File: config.mk
export PLATFORM = sky130hd
export DESIGN_NAME = stopwatch_ctrl_flat
export DESIGN_NICKNAME = d
export VERILOG_FILES = /design/src/rtl/stopwatch_ctrl_if.sv /design/src/rtl/stopwatch_ctrl.sv /design/src/flat_wrapper.sv
export SDC_FILE = /design/constraint.sdc
export NUM_CORES = 1
export LEC_CHECK = 0
export CAP_MARGIN = 40
export CORE_ASPECT_RATIO = 1.4
export CORE_UTILIZATION = 29
export DETAILED_ROUTE_END_ITERATION = 8
export PLACE_DENSITY = 0.46
export RECOVER_POWER = 50
export SYNTH_ARGS = -nofsm -noshare
export SYNTH_HDL_FRONTEND = slang
export SYNTH_SLANG_ARGS = --single-unit
export TNS_END_PERCENT = 5
File: constraint.sdc
create_clock -name clk -period 6.4 [get_ports clk]
set_input_delay 1.28 -clock clk [delete_from_list [all_inputs] [get_ports clk]]
set_output_delay 1.28 -clock clk [all_outputs]
set_load 0.1 [all_outputs]
File: src/rtl/stopwatch_ctrl_if.sv
// Signal bundle between the stopwatch run-control sequencer and its
// surroundings: raw board buttons in, counter/display controls out.
// The master side is the sequencer; the slave side is the board/counter path.
interface stopwatch_ctrl_if;
    logic       btn_ss;
    logic       btn_lap;
    logic       btn_rst;
    logic       tick;
    logic       cnt_clr;
    logic       freeze;
    logic [1:0] state;

    modport master (
        input  btn_ss,
        input  btn_lap,
        input  btn_rst,
        output tick,
        output cnt_clr,
        output freeze,
        output state
    );

    modport slave (
        output btn_ss,
        output btn_lap,
        output btn_rst,
        input  tick,
        input  cnt_clr,
        input  freeze,
        input  state
    );
endinterface

File: src/rtl/stopwatch_ctrl.sv
// Run-control sequencer for the tenth-second stopwatch.
// Debounces the start/stop, reset and (optionally) lap buttons, runs the
// IDLE/RUN/PAUSE/LAP state machine and generates the tenth-second tick.
// Optional lap feature: define STOPWATCH_CTRL_LAP_EN to build the lap
// debouncer and the LAP state; without it freeze is tied low and lap is unused.
module stopwatch_ctrl #(
    parameter int DIV       = 10_000_000,
    parameter int DB_CYCLES = 500_000
) (
    input  logic             clk,
    input  logic             clr,
    stopwatch_ctrl_if.master bus
);

    localparam int PW  = $clog2(DIV);
    localparam int DBW = $clog2(DB_CYCLES + 1);
    localparam logic [PW-1:0]  PRESC_LAST = PW'(DIV - 1);
    localparam logic [DBW-1:0] DB_LAST    = DBW'(DB_CYCLES - 1);

    localparam int B_SS  = 0;
    localparam int B_RST = 1;
`ifdef STOPWATCH_CTRL_LAP_EN
    localparam int B_LAP = 2;
    localparam int NBTN  = 3;
`else
    localparam int NBTN  = 2;
`endif

    typedef enum logic [1:0] {
        ST_IDLE  = 2'b00,
        ST_RUN   = 2'b01,
        ST_PAUSE = 2'b10,
        ST_LAP   = 2'b11
    } state_t;

    // Button path: raw levels, two-stage synchronizer, accepted level,
    // its one-cycle-delayed copy for edge detection, and press pulses.
    logic [NBTN-1:0] raw_s;
    logic [NBTN-1:0] sync1_r;
    logic [NBTN-1:0] sync2_r;
    logic [NBTN-1:0] acc_r;
    logic [NBTN-1:0] acc_prev_r;
    logic [NBTN-1:0] press_r;
    logic [DBW-1:0]  db_cnt_r [NBTN];

    // Arbitrated events (rst beats ss beats lap)
    logic rst_ev_s;
    logic ss_ev_s;
`ifdef STOPWATCH_CTRL_LAP_EN
    logic lap_ev_s;
    logic freeze_s;
    logic freeze_r;
`endif

    state_t         state_r;
    state_t         state_nxt_s;
    logic           cnt_clr_s;
    logic           cnt_clr_r;
    logic           tick_r;
    logic           running_s;
    logic [PW-1:0]  presc_r;

`ifdef STOPWATCH_CTRL_LAP_EN
    assign raw_s = {bus.btn_lap, bus.btn_rst, bus.btn_ss};
`else
    assign raw_s = {bus.btn_rst, bus.btn_ss};
`endif

    // Synchronize, debounce and edge-detect every button; a press is a 0->1 of the accepted level
    always_ff @(posedge clk) begin
        if (clr) begin
            sync1_r    <= '0;
            sync2_r    <= '0;
            acc_r      <= '0;
            acc_prev_r <= '0;
            press_r    <= '0;
            for (int b = 0; b < NBTN; b++) begin
                db_cnt_r[b] <= '0;
            end
        end else begin
            sync1_r    <= raw_s;
            sync2_r    <= sync1_r;
            acc_prev_r <= acc_r;
            press_r    <= acc_r & ~acc_prev_r;
            for (int b = 0; b < NBTN; b++) begin
                if (sync2_r[b] == acc_r[b]) begin
                    db_cnt_r[b] <= '0;
                end else if (db_cnt_r[b] == DB_LAST) begin
                    acc_r[b]    <= ~acc_r[b];
                    db_cnt_r[b] <= '0;
                end else begin
                    db_cnt_r[b] <= db_cnt_r[b] + DBW'(1'b1);
                end
            end
        end
    end

    // Resolve simultaneous presses so that only the highest-priority one acts
    always_comb begin
        rst_ev_s = press_r[B_RST];
        ss_ev_s  = press_r[B_SS] & ~press_r[B_RST];
`ifdef STOPWATCH_CTRL_LAP_EN
        lap_ev_s = press_r[B_LAP] & ~press_r[B_SS] & ~press_r[B_RST];
`endif
    end

    // Next-state and next-output decode of the run-control state machine
    always_comb begin
        state_nxt_s = state_r;
        cnt_clr_s   = 1'b0;
`ifdef STOPWATCH_CTRL_LAP_EN
        freeze_s    = freeze_r;
`endif
        case (state_r)
            ST_IDLE: begin
                if (ss_ev_s) begin
                    state_nxt_s = ST_RUN;
                end else if (rst_ev_s) begin
                    state_nxt_s = ST_IDLE;
                    cnt_clr_s   = 1'b1;
                end else begin
                    state_nxt_s = ST_IDLE;
                end
            end
            ST_RUN: begin
                if (ss_ev_s) begin
                    state_nxt_s = ST_PAUSE;
`ifdef STOPWATCH_CTRL_LAP_EN
                end else if (lap_ev_s) begin
                    state_nxt_s = ST_LAP;
                    freeze_s    = 1'b1;
`endif
                end else begin
                    state_nxt_s = ST_RUN;
                end
            end
            ST_PAUSE: begin
                if (ss_ev_s) begin
                    state_nxt_s = ST_RUN;
                end else if (rst_ev_s) begin
                    state_nxt_s = ST_IDLE;
                    cnt_clr_s   = 1'b1;
                end else begin
                    state_nxt_s = ST_PAUSE;
                end
            end
            ST_LAP: begin
`ifdef STOPWATCH_CTRL_LAP_EN
                if (ss_ev_s) begin
                    state_nxt_s = ST_PAUSE;
                    freeze_s    = 1'b0;
                end else if (lap_ev_s) begin
                    state_nxt_s = ST_RUN;
                    freeze_s    = 1'b0;
                end else begin
                    state_nxt_s = ST_LAP;
                end
`else
                // Unreachable without the lap feature; recover to a safe state
                state_nxt_s = ST_IDLE;
`endif
            end
            default: begin
                state_nxt_s = ST_IDLE;
            end
        endcase
    end

    // The prescaler advances only while time is running
    assign running_s = (state_r == ST_RUN) || (state_r == ST_LAP);

    // State register, registered control outputs and the tenth-second prescaler
    always_ff @(posedge clk) begin
        if (clr) begin
            state_r   <= ST_IDLE;
            cnt_clr_r <= 1'b1;
            tick_r    <= 1'b0;
            presc_r   <= '0;
`ifdef STOPWATCH_CTRL_LAP_EN
            freeze_r  <= 1'b0;
`endif
        end else begin
            state_r   <= state_nxt_s;
            cnt_clr_r <= cnt_clr_s;
`ifdef STOPWATCH_CTRL_LAP_EN
            freeze_r  <= freeze_s;
`endif
            // Tick follows the wrap even if a stop press lands in the same cycle
            tick_r    <= running_s && (presc_r == PRESC_LAST);
            if (cnt_clr_s) begin
                presc_r <= '0;
            end else if (running_s) begin
                if (presc_r == PRESC_LAST) begin
                    presc_r <= '0;
                end else begin
                    presc_r <= presc_r + PW'(1'b1);
                end
            end else begin
                presc_r <= presc_r;
            end
        end
    end

    assign bus.state   = state_r;
    assign bus.tick    = tick_r;
    assign bus.cnt_clr = cnt_clr_r;
`ifdef STOPWATCH_CTRL_LAP_EN
    assign bus.freeze  = freeze_r;
`else
    assign bus.freeze  = 1'b0;
`endif

endmodule

File: src/flat_wrapper.sv
// flat-port wrapper written by rule: the top's interface ports become plain ports
module stopwatch_ctrl_flat 
#(
    parameter int DIV       = 10_000_000,
    parameter int DB_CYCLES = 500_000
)
  (clk, clr, bus_btn_ss, bus_btn_lap, bus_btn_rst, bus_tick, bus_cnt_clr, bus_freeze, bus_state);
  stopwatch_ctrl_if bus_i ();
  input  logic clk;
  input  logic clr;
  input wire logic [$bits(bus_i.btn_ss)-1:0] bus_btn_ss;
  input wire logic [$bits(bus_i.btn_lap)-1:0] bus_btn_lap;
  input wire logic [$bits(bus_i.btn_rst)-1:0] bus_btn_rst;
  output wire logic [$bits(bus_i.tick)-1:0] bus_tick;
  output wire logic [$bits(bus_i.cnt_clr)-1:0] bus_cnt_clr;
  output wire logic [$bits(bus_i.freeze)-1:0] bus_freeze;
  output wire logic [$bits(bus_i.state)-1:0] bus_state;
  assign bus_i.btn_ss = bus_btn_ss;
  assign bus_i.btn_lap = bus_btn_lap;
  assign bus_i.btn_rst = bus_btn_rst;
  assign bus_tick = bus_i.tick;
  assign bus_cnt_clr = bus_i.cnt_clr;
  assign bus_freeze = bus_i.freeze;
  assign bus_state = bus_i.state;
  stopwatch_ctrl #(.DIV(DIV), .DB_CYCLES(DB_CYCLES)) u_core (.clk(clk), .clr(clr), .bus(bus_i));
endmodule
==> results of run 1 <==
[worst paths after layout]
| kind | end | start | cells after the start |
|---|---|---|---|
| max | u_core.db_cnt_r[1][9] | u_core.db_cnt_r[1][0] | 5 |
| min | u_core.press_r[1] | u_core.acc_prev_r[1] | 1 |
| max reg2reg | u_core.db_cnt_r[1][9] | u_core.db_cnt_r[1][0] | 5 |
| min reg2reg | u_core.press_r[1] | u_core.acc_prev_r[1] | 1 |
[through the flow]
step / util / std cells / setup WS (ns)
6_report: 0.350 / 598 / 2.74
2_1_floorplan: - / 438 / 3.88
3_5_place_dp: 0.328 / 582 / 3.02
5_1_grt: 0.350 / 598 / 2.21
3_3_place_gp: 0.323 / 578 / 3.05
4_1_cts: 0.353 / 598 / 3.36
[layout make-up]
| cell class | count | area, um^2 | area share |
|---|---|---|---|
| inverters | 9 | 33.8 | 0.00749 |
| multi-input cells | 332 | 1940 | 0.431 |
| clock inverters | 3 | 23.8 | 0.00527 |
| well taps | 153 | 191 | 0.0424 |
| clock buffers | 13 | 293 | 0.0649 |
| repair buffers | 12 | 124 | 0.0275 |
| flip-flops and latches | 76 | 1900 | 0.422 |
[synthesized netlist by cell type, drive strengths merged (2+ instances only)]
cell type / number / area share
or4b: 2 / 0.0052
and3: 9 / 0.015
buf: 10 / 0.014
nor2b: 11 / 0.018
nor3: 8 / 0.010
nand2: 25 / 0.024
o41ai: 2 / 0.0046
nand4bb: 2 / 0.0059
or4: 7 / 0.015
dfxtp: 38 / 0.20
ha: 3 / 0.0098
nand2b: 3 / 0.0049
and2: 4 / 0.0065
clkbuf: 11 / 0.011
nor2: 46 / 0.045
or2: 2 / 0.0033
a21oi: 24 / 0.032
edfxtp: 38 / 0.30
nor4b: 8 / 0.018
or3: 13 / 0.021
o21ai: 17 / 0.023
xor2: 22 / 0.050
a31oi: 3 / 0.0049
nor4: 5 / 0.0081
o31ai: 5 / 0.0098
inv: 8 / 0.0078
xnor2: 14 / 0.032
nand4: 21 / 0.036
and4: 9 / 0.021
conb: 2 / 0.0020
nand3: 21 / 0.031
[cells by family (layout without fill, tap and decap cells)]
logic type               after synthesis  count (layout)  share of synthesized area
AND/OR/NAND/NOR                      198             198                      0.291
buffers and inverters                 30              37                     0.0339
flip-flops                            76              76                      0.495
AO/OA/AOI/OAI                         54              54                     0.0805
XOR/XNOR                              36              36                     0.0821
multiplexers                           2               2                    0.00554
adder cells (fa/ha/maj)                3               3                    0.00977
other                                  2              39                    0.00196
[state kept, by name, summed over array words and instances (netlist names)]
register	cells
u_core.acc_prev_r	2
u_core.acc_r	2
u_core.bus.cnt_clr	1
u_core.bus.state	2
u_core.bus.tick	1
u_core.db_cnt_r	38
u_core.presc_r	24
u_core.press_r	2
u_core.sync1_r	2
u_core.sync2_r	2
[metal layers]
metal  part of all wire  GRT usage  vias to the layer above
met2               0.49      0.202                       58
met4              0.019     0.0588                        0
met3              0.032     0.0283                       11
met1               0.46      0.149                     1422
li1                   -          -                     1502
met5                  0          0                        -
[where the power goes]
part | switching [W] | internal, W | total (W) | leakage [nW]
Combinational | 0.0000240 | 0.0000115 | 0.0000354 | 0.651
Clock | 0.000205 | 0.000322 | 0.000527 | 0.149
Sequential | 0.0000119 | 0.000523 | 0.000535 | 0.699
[layout by cell type (no fill, tap or decap), types with 4 or more instances in the layout]
cell type	n
nor4_1	5
o31ai_1	5
nand3_1	20
clkdlybuf4s50_1	5
and4_1	9
or4_1	6
xnor2_1	14
or3_1	13
and3_1	9
xor2_1	22
nor3_1	8
a21oi_1	23
inv_1	8
edfxtp_1	38
nor2_1	46
nand2_1	25
clkbuf_1	4
dfxtp_1	38
nor4b_1	8
clkbuf_16	11
and2_1	4
conb_1	39
o21ai_0	17
nand4_1	20
nor2b_1	11
==> results.txt, run 1 <==
Routed vias/inst - 5.01
Die X - 99.3 um
Fin. max-slew vios - 20
Pre-antenna DRT Iters - 4
CTS tree - yes
Crit path launch type - flop
Final Hold Fails - 0
# rows - 49
Congestion Overflow GR - 0
R2R setup slack - 2.74 ns
Top Family by Delay on Critical Path - compound AO/OA/AOI/OAI gates
Number of synthesized flops with an enable pin - 38
Yosys reg bits - 76
Design Area, Final - 4510 um^2
Crit path kind - flop to flop
Placed cell area - 4230 um^2
DP HPWL - 5.36 mm
Max-Cap Viols - 1
Buf+Inv Stages, Crit Path - 0
Largest net degree at the start of global routing - 20
Final net count - 448
Setup Buffers After CTS - 0
Die height - 138 um
Vias in the first global route - 2808
Area Growth Syn to Fin - 17.5%
Hold-fix buffers, CTS - 0
Layout cell share with drive strength beyond 1 - 0.0562
IO Count - 10
Post-Route WL - 7.83 mm
Dominant synthesized flop cell - edfxtp_1
Worst-Margin Slew - 2.14 ns
RSZ-0062 raised after global routing - no
Synth Warn # - 0
Syn Area/Cell - 9.58 um^2
Skew-Pair Late Insertion Delay - 0.33 ns
Endpoint type of the worst setup path - flop
FFs w/ async S/R, synth - 0
Worst-case clock buffer depth - 2
Worst-path cell chain - ha_1 > nand4_1 > or4_1 > o21ai_0 > nor2_1
Detail Route Antenna Nets - 0
Outcome - finished with violations
Crit share post-route - 0.572
Post-synthesis sequential area ratio - 0.495
CTS clock-pin slew for the worst setup and hold paths - 0.06 ns
WP data arrival - 3.65 ns
Post-synthesis cell count - 401
First-pass GRT wire length - 13.5 mm
Initial antenna violation count - 0
Mapped Area - 3840 um^2
Gp weighted congestion - 0.826
Fillers - 1337
CTS H-tree depth - 3
Total Neg Setup Slack - 0 ns
Vias - 2993
Root Driver - clkbuf_16
Quantity of I/O buffers inserted on ports - 7
CTS sink cnt - 76
Failing checks - max-capacitance violations, max-slew violations
Final clock skew - 0.00639 ns
CP max FO - 19
Initial core utilization - 0.298
Slowest cell on the critical path - o21ai_0
Tot Pwr - 0.00110 W
Hold Crit Class - flop to flop
F_max - 0.273 GHz
Worst IR Drop VDD - 102 uV
Die Footprint - 13700 um^2
Resized cells post-CTS - 0
Final setup viols - 0
Leak - 1.50 nW
Period minus WS final - 3.66 ns
GR Util All Layers - 0.122
Core box area - 12900 um^2
Violation count after the first detailed-routing iteration - 108
Antenna Cells - 0
Post-synthesis cell type count - 46
PD cells - 243 nW/um^2
Max-slew headroom - -0.441
Total CTS buffers - 9
CP max stage delay - 1.63 ns
Hold WS - 0.377 ns
Routed len/inst - 13.1 um
CP required - 6.39 ns
Drt drc - 0
Note: power is estimated with default switching activity, not from simulation.
==> inputs of run 2 (changes only) <==
--- a/config.mk
+++ b/config.mk
@@ -9,7 +9,7 @@
 export CORE_ASPECT_RATIO = 1.4
 export CORE_UTILIZATION = 29
 export DETAILED_ROUTE_END_ITERATION = 8
-export PLACE_DENSITY = 0.46
+export PLACE_DENSITY = 0.48
 export RECOVER_POWER = 50
 export SYNTH_ARGS = -nofsm -noshare
 export SYNTH_HDL_FRONTEND = slang
==> constraint.sdc (replaced) <==
create_clock -name clk -period 3.11 [get_ports clk]
set_input_delay 0.622 -clock clk [delete_from_list [all_inputs] [get_ports clk]]
set_output_delay 0.622 -clock clk [all_outputs]
set_load 0.1 [all_outputs]
==> run 2 against run 1 <==
Compared with the run above: the flow now finishes without violations; sequential power up 110%; register-to-register slack worse by 2.1 ns; global-route usage up 0.30 points; flip-flop and latch count unchanged; clock skew down 0.0019 ns; critical endpoint is now u_core.presc_r[3]; highest routed layer unchanged.
==> results.txt, run 2 (synthesis results as in run 1) <==
Routed vias/inst - 4.88 (-2.5%)
WP data arrival - 2.64 ns (-1.01 ns)
Most common cell after layout, fill and taps aside - nor2_1
CP max FO - 11 (-8)
Crit share post-route - 0.781 (+0.209)
Period minus WS final - 2.43 ns (-1.23 ns)
Skew-Pair Late Insertion Delay - 0.34 ns (about the same)
CP required - 3.32 ns (-3.07 ns)
# rows - 49 (unchanged)
Largest Register - u_core.db_cnt_r
Die X - 99.3 um (unchanged)
Worst IR Drop VDD - 249 uV (+140%)
R2R setup slack - 0.68 ns (-2.06 ns)
Resized cells post-CTS - 0 (unchanged)
DP HPWL - 5.46 mm (+1.9%)
Crit path kind - flop to flop
Leak - 1.47 nW (-1.8%)
CTS tree - yes
Detail Route Antenna Nets - 0 (unchanged)
Setup Buffers After CTS - 0 (unchanged)
Endpoint type of the worst setup path - flop
Largest net degree at the start of global routing - 20 (unchanged)
Gp weighted congestion - 0.796 (-3.7%)
Final net count - 448 (unchanged)
Die height - 138 um (unchanged)
Layout Utilization - 0.345 (-0.00515)
Hold Crit Start - u_core.acc_prev_r[1]
First-pass GRT wire length - 13.5 mm (+0.31%)
P_int - 0.00171 W (+100%)
CTS H-tree depth - 3 (unchanged)
Commonest non-fill, non-tap cells in the layout - 46 x nor2_1, 39 x conb_1, 38 x dfxtp_1, 38 x edfxtp_1, 25 x nand2_1
Hold Crit Class - flop to flop
Final Hold Fails - 0 (unchanged)
Pre-antenna DRT Iters - 4 (unchanged)
Post-Route WL - 7.86 mm (+0.46%)
RSZ-0062 raised after global routing - no
Congestion Overflow GR - 0 (unchanged)
Comb pwr share - 0.033 (about the same)
Fin. max-slew vios - 0 (-100%)
Vias in the first global route - 2833 (+0.89%)
FF-to-FF path depth - 6 (+1)
Final clock skew - 0.00447 ns (-0.00191 ns)
Switch share - 0.226 (+0.00693)
Max-slew headroom - 0.223 (+0.664)
Initial antenna violation count - 0 (unchanged)
Worst-case clock buffer depth - 2 (unchanged)
Vias - 2918 (-2.5%)
CTS clock-pin slew for the worst setup and hold paths - 0.06 ns (about the same)
Crit path launch type - flop
Crit path from - u_core.bus.state[0]
Worst Setup EP - u_core.presc_r[3]
Layout cell share with drive strength beyond 1 - 0.0584 (+0.00225)
Net load switching power - 0.000502 W (+110%)
Routed len/inst - 13.2 um (+0.46%)
Worst reg2reg endpoint - u_core.presc_r[3]
Max-Cap Viols - 0 (-1)
Initial core utilization - 0.298 (unchanged)
PD cells - 498 nW/um^2 (+100%)
Hold-fix buffers, CTS - 0 (unchanged)
Core box area - 12900 um^2 (unchanged)
Final setup viols - 0 (unchanged)
Area Growth Syn to Fin - 15.7%
Antenna Cells - 0 (unchanged)
Worst-Margin Slew - 1.17 ns (-0.969 ns)
Drt drc - 0 (unchanged)
Worst reg2reg path startpoint - u_core.bus.state[0]
Root Driver - clkbuf_16
Outcome - finished clean
Total CTS buffers - 9 (unchanged)
Die Footprint - 13700 um^2 (unchanged)
Violation count after the first detailed-routing iteration - 80 (-26%)
Largest regs - u_core.db_cnt_r: 38 flops, u_core.presc_r: 24 flops
Flop pwr share - 0.497 (+0.010)
CTS sink cnt - 76 (unchanged)
Quantity of I/O buffers inserted on ports - 7 (unchanged)
IO Count - 10 (unchanged)
Clock network power share - 0.470 (-0.011)
Max reg flops - 38 (unchanged)
F_max - 0.412 GHz (+51%)
GR Util All Layers - 0.125 (+0.00302)
Total Neg Setup Slack - 0 ns (unchanged)
run 2: how the worst min path moves through the flow:
stage | to | slack [ns] | cells after the start
detailed placement | u_core.press_r[0] | 0.37 | 1
global placement | u_core.press_r[1] | 0.38 | 1
finish | u_core.press_r[1] | 0.38 | 1
CTS | u_core.press_r[1] | 0.38 | 1
global route | u_core.press_r[1] | 0.40 | 1
floorplan | u_core.press_r[0] | 0.37 | 1
run 2: critical path, stage by stage (launching register included):
cell and delay [ns]:
dfxtp_1 0.51, and3_1 0.44, nand3_1 0.12, clkbuf_1 0.22, o21ai_0 0.44, clkbuf_1 0.46
nor2_1 0.10
run 2: metal layers:
metal	GRT usage	part of all wire	vias up
met1	0.147	0.47	1381
met4	0.0689	0.025	0
li1	-	-	1502
met5	0	0	-
met3	0.0258	0.022	14
met2	0.212	0.48	21
run 2: final cells by class:
| type | instances | area (um^2) |
|---|---|---|
| clock buffer | 12 | 268 |
| fill | 1336 | 8430 |
| timing repair buffer | 12 | 71.3 |
| tap | 153 | 191 |
| clock inverter | 4 | 31.3 |
| sequential | 76 | 1900 |
| inverter | 9 | 33.8 |
| multi-input combinational | 332 | 1950 |
run 2: metrics by stage:
stage / instances / hold slack [ns] / total power (W) / setup WS, ns / instance area (um^2)
2_1_floorplan: 438 / 0.367 / 0.00117 / 0.590 / 3980
3_3_place_gp: 582 / 0.376 / 0.00119 / 0.715 / 4170
3_5_place_dp: 582 / 0.373 / 0.00120 / 0.711 / 4170
6_report: 598 / 0.378 / 0.00221 / 0.681 / 4450
4_1_cts: 598 / 0.381 / 0.00225 / 0.751 / 4470
5_1_grt: 598 / 0.397 / 0.00230 / 0.429 / 4450
run 2: power groups by stage:
| stage | clock network [W] | logic, W | registers (W) |
|---|---|---|---|
| finish | 0.00104 | 0.0000731 | 0.00110 |
| global route | 0.00111 | 0.0000835 | 0.00110 |
| CTS | 0.00107 | 0.0000752 | 0.00110 |
| detailed placement | 0 | 0.0000746 | 0.00112 |
| global placement | 0 | 0.0000745 | 0.00112 |
| floorplan | 0 | 0.0000539 | 0.00112 |
